--- src/rtl/sc_types_pkg.sv ---
// Shared types, default constants and ramp helpers for the charge actuator.
// The welded-contact check is built only when SC_ACT_WELD_DETECT_EN is defined.
package sc_types_pkg;

  typedef enum logic [2:0] {
    IDLE, CLOSE, RAMP_UP, CHARGE, RAMP_DN, OPEN, FAULT
  } act_state_t;

  typedef enum logic [3:0] {
    FLT_NONE      = 4'd0,
    FLT_CLOSE_TMO = 4'd1,
    FLT_OPEN_TMO  = 4'd2,
    FLT_BAT_LOST  = 4'd3,
    FLT_WELD      = 4'd4
  } act_fault_t;

  localparam int DEF_RELAY_TMO  = 20;
  localparam int DEF_RAMP_DIV   = 4;
  localparam int DEF_RAMP_STEP  = 8;
  localparam int DEF_I_MAX      = 64;
  localparam int DEF_DEB_CYCLES = 8;
  localparam int DEF_V_FULL     = 3500;
  localparam int DEF_V_HYST     = 100;
  localparam int DEF_FULL_DWELL = 16;

  // The sum is formed one bit wider so a large step saturates instead of wrapping.
  function automatic logic [7:0] ramp_up_step(input logic [7:0] cur,
                                              input logic [7:0] step,
                                              input logic [7:0] ceil);
    logic [8:0] sum;
    sum = {1'b0, cur} + {1'b0, step};
    return (sum >= {1'b0, ceil}) ? ceil : sum[7:0];
  endfunction

  function automatic logic [7:0] ramp_dn_step(input logic [7:0] cur,
                                              input logic [7:0] step);
    return (cur <= step) ? 8'd0 : cur - step;
  endfunction

endpackage

--- src/rtl/sc_debounce.sv ---
// Consecutive-sample filter: the output follows the input only after it has
// differed from the output for N back-to-back clock cycles.
module sc_debounce #(
  parameter int N = 8
) (
  input  logic clk,
  input  logic reset_n,
  input  logic raw,
  output logic q
);

  localparam int              CW   = $clog2(N + 1);
  localparam logic [CW-1:0]   LAST = CW'(N - 1);

  logic [CW-1:0] cnt;

  // NOTE: non-blocking assignments so every register samples pre-edge values.
  always_ff @(posedge clk or negedge reset_n) begin
    if (!reset_n) begin
      q   <= 1'b0;
      cnt <= '0;
    end else if (raw == q) begin
      cnt <= '0;
    end else if (cnt == LAST) begin
      q   <= raw;
      cnt <= '0;
    end else begin
      cnt <= cnt + CW'(1);
    end
  end

endmodule

--- src/rtl/sc_charge_actuator.sv ---
// Relay sequencing, current soft-ramp and battery status for the charging FSM.
// Optional welded-contact detection in IDLE: define SC_ACT_WELD_DETECT_EN.
module sc_charge_actuator
  import sc_types_pkg::*;
#(
  parameter int RELAY_TMO  = DEF_RELAY_TMO,
  parameter int RAMP_DIV   = DEF_RAMP_DIV,
  parameter int RAMP_STEP  = DEF_RAMP_STEP,
  parameter int I_MAX      = DEF_I_MAX,
  parameter int DEB_CYCLES = DEF_DEB_CYCLES,
  parameter int V_FULL     = DEF_V_FULL,
  parameter int V_HYST     = DEF_V_HYST,
  parameter int FULL_DWELL = DEF_FULL_DWELL
) (
  input  logic        clk,
  input  logic        reset_n,
  input  logic        charge_enable,
  input  logic        relay_active,
  input  logic        relay_fb,
  input  logic        bat_present_raw,
  input  logic [11:0] bat_voltage,
  output logic        relay_coil,
  output logic [7:0]  current_ref,
  output logic        battery_connected,
  output logic        battery_full,
  output logic        act_fault,
  output logic [3:0]  act_fault_code
);

  localparam logic [7:0]  TMO_L   = 8'(RELAY_TMO);
  localparam logic [7:0]  DIV_L   = 8'(RAMP_DIV - 1);
  localparam logic [7:0]  STEP_L  = 8'(RAMP_STEP);
  localparam logic [7:0]  IMAX_L  = 8'(I_MAX);
  localparam logic [7:0]  DWELL_L = 8'(FULL_DWELL - 1);
  localparam logic [11:0] V_SET_L = 12'(V_FULL);
  localparam logic [11:0] V_CLR_L = 12'(V_FULL - V_HYST);

  act_state_t state;
  act_fault_t fault_code;
  logic [7:0] timer, timer_nxt, full_cnt, up_ref, dn_ref;
  logic       go, tmo, step_due, weld_tmo;

  sc_debounce #(.N(DEB_CYCLES)) u_presence (
    .clk     (clk),
    .reset_n (reset_n),
    .raw     (bat_present_raw),
    .q       (battery_connected)
  );

  assign go             = charge_enable & relay_active & battery_connected & ~battery_full;
  assign timer_nxt      = timer + 8'd1;
  assign tmo            = (timer_nxt == TMO_L);
  assign step_due       = (timer == DIV_L);
  assign up_ref         = ramp_up_step(current_ref, STEP_L, IMAX_L);
  assign dn_ref         = ramp_dn_step(current_ref, STEP_L);
  assign act_fault_code = fault_code;

`ifdef SC_ACT_WELD_DETECT_EN
  assign weld_tmo = relay_fb & tmo;
`else
  assign weld_tmo = 1'b0;
`endif

  // Full is only accumulated while actually charging; hysteresis or loss clears it.
  always_ff @(posedge clk or negedge reset_n) begin
    if (!reset_n) begin
      full_cnt     <= '0;
      battery_full <= 1'b0;
    end else begin
      if (state == CHARGE && bat_voltage >= V_SET_L)
        full_cnt <= (full_cnt > DWELL_L) ? full_cnt : full_cnt + 8'd1;
      else
        full_cnt <= '0;
      if (!battery_connected || bat_voltage < V_CLR_L)
        battery_full <= 1'b0;
      else if (state == CHARGE && bat_voltage >= V_SET_L && full_cnt == DWELL_L)
        battery_full <= 1'b1;
    end
  end

  always_ff @(posedge clk or negedge reset_n) begin
    if (!reset_n) begin
      state       <= IDLE;
      timer       <= '0;
      relay_coil  <= 1'b0;
      current_ref <= '0;
      act_fault   <= 1'b0;
      fault_code  <= FLT_NONE;
    end else begin
      timer <= timer_nxt;
      case (state)
        IDLE: begin
          relay_coil  <= 1'b0;
          current_ref <= '0;
          if (weld_tmo) begin
            state      <= FAULT;
            act_fault  <= 1'b1;
            fault_code <= FLT_WELD;
          end else if (go) begin
            state      <= CLOSE;
            relay_coil <= 1'b1;
            timer      <= '0;
          end else if (!relay_fb) begin
            timer <= '0;
          end
        end
        CLOSE: begin
          if (relay_fb && go) begin
            state <= RAMP_UP;
            timer <= '0;
          end else if (tmo) begin
            state      <= FAULT;
            relay_coil <= 1'b0;
            act_fault  <= 1'b1;
            fault_code <= FLT_CLOSE_TMO;
          end else if (!go) begin
            state      <= OPEN;
            relay_coil <= 1'b0;
            timer      <= '0;
          end
        end
        RAMP_UP, CHARGE, RAMP_DN: begin
          // Battery loss cuts power at once; no ramp-down is attempted.
          if (!battery_connected) begin
            state       <= FAULT;
            relay_coil  <= 1'b0;
            current_ref <= '0;
            act_fault   <= 1'b1;
            fault_code  <= FLT_BAT_LOST;
          end else if (state != RAMP_DN && !go) begin
            state <= RAMP_DN;
            timer <= '0;
          end else if (state == RAMP_UP && step_due) begin
            current_ref <= up_ref;
            timer       <= '0;
            if (up_ref == IMAX_L) state <= CHARGE;
          end else if (state == RAMP_DN && current_ref == '0) begin
            state      <= OPEN;
            relay_coil <= 1'b0;
            timer      <= '0;
          end else if (state == RAMP_DN && step_due) begin
            current_ref <= dn_ref;
            timer       <= '0;
            if (dn_ref == '0) begin
              state      <= OPEN;
              relay_coil <= 1'b0;
            end
          end
        end
        OPEN: begin
          if (!relay_fb) begin
            state <= IDLE;
            timer <= '0;
          end else if (tmo) begin
            state      <= FAULT;
            act_fault  <= 1'b1;
            fault_code <= FLT_OPEN_TMO;
          end
        end
        FAULT: begin
          relay_coil  <= 1'b0;
          current_ref <= '0;
          if (!charge_enable && !relay_fb) begin
            state      <= IDLE;
            act_fault  <= 1'b0;
            fault_code <= FLT_NONE;
            timer      <= '0;
          end
        end
        default: state <= IDLE;
      endcase
    end
  end

endmodule

--- config.mk ---
export PLATFORM = sky130hd
export DESIGN_NAME = sc_charge_actuator
export DESIGN_NICKNAME = d
export VERILOG_FILES = /design/src/rtl/sc_types_pkg.sv /design/src/rtl/sc_debounce.sv /design/src/rtl/sc_charge_actuator.sv
export SDC_FILE = /design/constraint.sdc
export NUM_CORES = 1
export LEC_CHECK = 0
export CAP_MARGIN = 20
export CORE_AREA = 2 2 68 70
export CTS_CLUSTER_DIAMETER = 100
export CTS_CLUSTER_SIZE = 8
export DETAILED_ROUTE_END_ITERATION = 8
export DIE_AREA = 0 0 70 72
export GPL_TIMING_DRIVEN = 1
export PLACE_DENSITY_LB_ADDON = 0.25
export SKIP_CTS_REPAIR_TIMING = 1
export SYNTH_ARGS = -nofsm -noshare
export SYNTH_HDL_FRONTEND = slang
export SYNTH_HIERARCHICAL = 1
export SYNTH_SLANG_ARGS = --single-unit
--- constraint.sdc ---
create_clock -name clk -period 3.34 [get_ports clk]
set_input_delay 0.501 -clock clk [delete_from_list [all_inputs] [get_ports clk]]
set_output_delay 0.501 -clock clk [all_outputs]
set_load 0.02 [all_outputs]
==> flow_summary.json, run 1 <==
{
  "status": "completed",
  "clk_latency_ns": 0.29,
  "synth_top_cells_by_count": "37 x dfrtp_1, 36 x nor2_1, 16 x nand2_1",
  "peakVddDrop_uv": 354.8,
  "rsz0062_at_grt": "no",
  "cts_tree": "yes",
  "fin_crit_sh_pct": 71.40,
  "crit_path_start_kind": "flip-flop",
  "grt_max_degree": 38,
  "end_kind": "flip-flop",
  "p_leak_nw": 1.250,
  "crit_slowest_cell": "o311ai_1",
  "dpl_cell_area_sq_um": 2723,
  "critPathArrivalTime_ns": 2.57,
  "cp.required_ns": 3.53,
  "hold_class": "input port to async pin",
  "seqPwrFrac_pct": 34.5,
  "drive_gt1_share_pct": 8.784,
  "htreeDepth": 2,
  "clockRootBuffer": "clkbuf_8",
  "synth_cells": 267,
  "dr_wl_met3_um": 298,
  "synthToLayoutAreaGrowth_pct": 15.00,
  "fmax_ghz": 0.4193,
  "path_cells": "nor4_1, a31oi_1, o311ai_1, clkbuf_2, a2111oi_2, a21o_1",
  "track_usage_pct": 22.83,
  "synth_seq_cells": 37,
  "synth_top_area_share_pct": 37.51,
  "yosys.area.top_type": "dfrtp_1",
  "clk_pin_slew_ns": 0.08,
  "dp_hpwl_mm": 3.773,
  "max_stage_delay_ns": 0.66,
  "numCtsBuffers": 5,
  "io_pins": 34,
  "cp_max_fo": 6,
  "grt_remaining_overflow": 0,
  "finalSetupViolations": 0,
  "hold_violations": 0,
  "maxSlewViolCount": 0,
  "grt_pass1_wl_mm": 9.266,
  "cts_max_path_buffers": 2,
  "p_switching_uw": 757.5,
  "yosysUniqueCellTypes": 66,
  "clock-sinks": 37,
  "wl_met2_mm": 2.458,
  "fin_ws_ns": 0.9554,
  "nFillCells": 370,
  "vias": 2095,
  "finish.instance_area_sq_um": 2839,
  "wire_per_inst_um": 15.08,
  "die_w_um": 70,
  "fin_worst_skew_ns": 0.004330,
  "swShare_pct": 40.72,
  "power_frac_clock_pct": 21.0,
  "grt_pass1_vias": 2031,
  "maxCapViolations": 0,
  "synthTopCellsByArea": "dfrtp_1 38%, nor2_1 5.5%, a21oi_1 3.0%",
  "fp.coreArea_sq_um": 4264,
  "wirelength_mm": 5.247,
  "wl_met1_mm": 2.441,
  "power_frac_comb_pct": 44.5,
  "num_antenna_cells": 0,
  "std_cell_rows": 24,
  "ys_seq_area_share_pct": 37.51,
  "fp.dieArea_sq_um": 5040,
  "fin_crit_ns": 2.385,
  "fin_nets": 319,
  "netlist_area_sq_um": 2469,
  "firstDrtPassIters": 4,
  "place_ws_ns": 0.6842,
  "yosysWarningCount": 6,
  "drc_errors": 0,
  "first_iter_violations": 160,
  "synth-main-ff-cell": "dfrtp_1",
  "port_buffers": 29,
  "die_h_um": 72,
  "antenna_found_initial": 0,
  "tns_ns": 0,
  "avgViaCountPerCell": 6.020,
  "p_int_mw": 1.103,
  "async_flop_share_pct": 100.0,
  "synth.most_common_cell": "dfrtp_1",
  "postSynthAreaPerCell_sq_um": 9.246,
  "p_total_mw": 1.860,
  "ant_nets": 0,
  "maxSlewHeadroom_pct": 42.05,
  "maxUsedRoutingLayer": "met4",
  "initial_utilization_pct": 57.89,
  "p_per_area_nw_per_um2": 655.2,
  "worstSetupPathType": "flip-flop to flip-flop",
  "gp_congestion": 0.8776,
  "worst_slew_pin_slew_ns": 0.8613,
  "synth_edf_count": 0
}
## layout make-up
class                      instances  area [sq um]  area share (%)
multi-input combinational        208          1390           48.96
clock buffer                       6         72.57           2.556
sequential                        37         925.9           32.61
timing repair buffer              32         305.3           10.75
inverter                          11         41.29           1.454
clock inverter                     2         38.79           1.366
tap                               52         65.06           2.292
## metrics by stage
| stage | cells | hold slack [ns] | utilization (%) |
|---|---|---|---|
| 3_3_place_gp | 339 | 0.4649 | 63.85 |
| 5_1_grt | 348 | 0.3610 | 66.58 |
| 6_report | 348 | 0.3000 | 66.58 |
| 2_1_floorplan | 268 | 0.2054 | - |
| 3_5_place_dp | 339 | 0.4635 | 63.85 |
| 4_1_cts | 347 | 0.3209 | 66.46 |
## critical path, delay by kind of cell (launching register included)
family	cells	cell delay [ns]
AOI/OAI and AO/OA	4	1.02
buffers and inverters	1	0.30
and+or+nand+nor	1	0.55
DFF	1	0.41
## cell usage in the layout, fill, tap and decap left out, types with 3 or more instances in the layout
cell,instances
and2_1,6
or2_2,3
inv_1,11
nand3_1,15
a31oi_1,4
nand2_1,16
o21ai_0,10
mux2_1,3
o221ai_1,3
nor2_1,36
clkbuf_8,5
a22oi_1,3
nand2b_1,3
xnor2_1,4
a21o_1,3
dfrtp_1,37
nor3_1,5
a21oi_1,15
nor2b_1,3
clkdlybuf4s50_1,28
xor2_1,8
or3_1,3
nor4_1,3
ha_1,6
mux2i_1,6
## worst paths after layout
check / startpoint / end / slack, ns / cells after the start
max: current_ref[1] / current_ref[6] / 0.96 / 6
min: reset_n / full_cnt[0] / 0.30 / 1
max reg2reg: current_ref[1] / current_ref[6] / 0.96 / 6
min reg2reg: u_presence/cnt[0] / u_presence/cnt[0] / 0.48 / 1
max in group asynchronous: reset_n / act_fault_code[1] / 2.53 / 1
min in group clk: u_presence/cnt[0] / u_presence/cnt[0] / 0.48 / 1
## cell families after synthesis
kind of cell	count (synthesis)	share of synthesized area (%)
xor gates and xnor gates	12	4.257
and+or+nand+nor	116	27.07
buffers and inverters	23	6.336
AOI/OAI and AO/OA	62	17.23
DFF	37	37.51
muxes	10	4.409
other	1	0.1519
adders and majority gates	6	3.041
## sequential cells by signal, summed over array words and instances (netlist names)
| register | count |
|---|---|
| relay_coil | 1 |
| u_presence/cnt | 4 |
| battery_full | 1 |
| full_cnt | 8 |
| timer | 8 |
| state | 3 |
| act_fault | 1 |
| act_fault_code | 2 |
| u_presence/q | 1 |
| current_ref | 8 |
## routing by layer
layer,global-route usage [%],vias to the layer above
li1,-,1030
met1,30.74,991
met2,37.67,69
met3,5.000,5
met4,6.410,0
met5,0,-
## power by group through the flow
stage          logic, mW  clock network [mW]  registers (mW)
6_report           0.828               0.391           0.641
3_5_place_dp       0.812                   0           0.646
3_3_place_gp       0.802                   0           0.645
4_1_cts            0.817               0.400           0.639
5_1_grt            0.920               0.422           0.655
2_1_floorplan      0.684                   0           0.615
(Power assumes the default switching activity.)
==> inputs of run 2 (changes only) <==
Settings changed: CORE_AREA 2 2 68 70 to 2 2 70 72, DIE_AREA 0 0 70 72 to 0 0 72 74.
Clock period 3.34 ns to 2.4 ns, I/O delays scaled along.
==> flow_summary.json, run 2 (synthesized netlist as in run 1, its figures left out) <==
{
  "fp.coreArea_sq_um": 4598,
  "rsz0062_at_grt": "no",
  "p_per_area_nw_per_um2": 902.2,
  "std_cell_rows": 25,
  "cts_tree": "yes",
  "fin_crit_ns": 2.221,
  "die_w_um": 72,
  "grt_pass1_vias": 1973,
  "layout_common_cells": "37 x dfrtp_1, 36 x nor2_1, 28 x clkdlybuf4s50_1",
  "hold_class": "input port to async pin",
  "critPathArrivalTime_ns": 2.40,
  "dp_hpwl_mm": 3.895,
  "clk_latency_ns": 0.29,
  "track_usage_pct": 21.67,
  "fmax_ghz": 0.4502,
  "place_ws_ns": 0.1462,
  "drc_errors": 0,
  "placed_cells": 352,
  "drive_gt1_share_pct": 11.76,
  "io_pins": 34,
  "grt_remaining_overflow": 0,
  "numCtsBuffers": 5,
  "startpoint": "current_ref[3]",
  "die_h_um": 74,
  "p_leak_nw": 1.300,
  "port_buffers": 29,
  "fp.dieArea_sq_um": 5328,
  "avgViaCountPerCell": 5.981,
  "cp.required_ns": 2.58,
  "finalSetupViolations": 0,
  "nFillCells": 379,
  "wire_per_inst_um": 14.61,
  "crit_path_start_kind": "flip-flop",
  "synthToLayoutAreaGrowth_pct": 18.25,
  "r2r-start": "current_ref[3]",
  "dpl_cell_area_sq_um": 2808,
  "ant_nets": 0,
  "cp_max_fo": 6,
  "worstSetupPathType": "flip-flop to flip-flop",
  "maxSlewViolCount": 0,
  "clk_pin_slew_ns": 0.08,
  "num_antenna_cells": 0,
  "antenna_found_initial": 0,
  "initial_utilization_pct": 53.69,
  "fin_crit_sh_pct": 92.54,
  "maxSlewHeadroom_pct": 45.56,
  "first_iter_violations": 92,
  "fin_worst_skew_ns": 0.004214,
  "peakVddDrop_uv": 517.8,
  "worst_slew_pin_slew_ns": 0.8165,
  "clockRootBuffer": "clkbuf_8",
  "status": "completed",
  "gp_congestion": 0.9668,
  "whs_ns": 0.1539,
  "vias": 2153,
  "fin_ws_ns": 0.1790,
  "r2r_slack_ns": 0.18,
  "fin_nets": 329,
  "wirelength_mm": 5.258,
  "grt_max_degree": 38,
  "grt_pass1_wl_mm": 8.935,
  "clock-sinks": 37,
  "htreeDepth": 2,
  "cts_max_path_buffers": 2,
  "final_cell_count_no_fill": 360,
  "hold_violations": 0,
  "finish.instance_area_sq_um": 2919,
  "tns_ns": 0,
  "firstDrtPassIters": 4,
  "end_kind": "flip-flop",
  "final_common_cell": "dfrtp_1",
  "maxCapViolations": 0,
  "reg.largest.list": "current_ref (8), full_cnt (8), timer (8)"
}
==> run 2: changes by cell type in the layout (fill, tap and decap cells not counted) <==
cell / change
buf_4: +11
clkbuf_2: -1
==> run 2: layer usage <==
layer	track usage, %	part of all wire (%)
met5	0	0
met4	8.176	1.2
met3	6.369	7.0
met2	34.57	47
met1	28.21	45
==> run 2: path summary, 6_finish.rpt <==
| path | to | cells past startpoint |
|---|---|---|
| max in group asynchronous | state[0] | 1 |
| setup / recovery | state[2] | 8 |
| min in group clk | u_presence/cnt[0] | 1 |
| hold / removal | full_cnt[1] | 1 |
| hold reg to reg | u_presence/cnt[0] | 1 |
| setup reg to reg | state[2] | 8 |
==> run 2: layout make-up <==
| class | instances | area [sq um] | area share (%) |
|---|---|---|---|
| Clock inverter | 2 | 38.79 | 1.329 |
| Inverter | 11 | 41.29 | 1.414 |
| Clock buffer | 6 | 72.57 | 2.486 |
| Sequential cell | 37 | 925.9 | 31.72 |
| Tap cell | 54 | 67.56 | 2.315 |
| Timing Repair Buffer | 42 | 382.9 | 13.12 |
| Multi-Input combinational cell | 208 | 1390 | 47.62 |
==> run 2: where the power goes <==
part | total, mW | switching (mW) | leakage [nW] | internal (mW)
clock network | 0.547 | 0.235 | 0.0554 | 0.312
registers | 0.885 | 0.160 | 0.494 | 0.725
logic | 1.20 | 0.674 | 0.751 | 0.528
total | 2.63 | 1.07 | 1.30 | 1.56
==> run 2: stage by stage <==
step           total power [mW]  util (%)
3_5_place_dp              2.078     61.06
2_1_floorplan             1.807         -
4_1_cts                   2.635     63.48
6_report                  2.634     63.48
3_3_place_gp              2.058     61.06
5_1_grt                   2.825     63.48
==> run 2: critical path, stage by stage, from the launching register on <==
cell,delay (ns)
dfrtp_1,0.43
inv_1,0.08
ha_1,0.24
and3b_1,0.18
a31oi_1,0.05
o21ai_0,0.39
o2bb2ai_1,0.15
nor3b_2,0.25
mux2_1,0.34
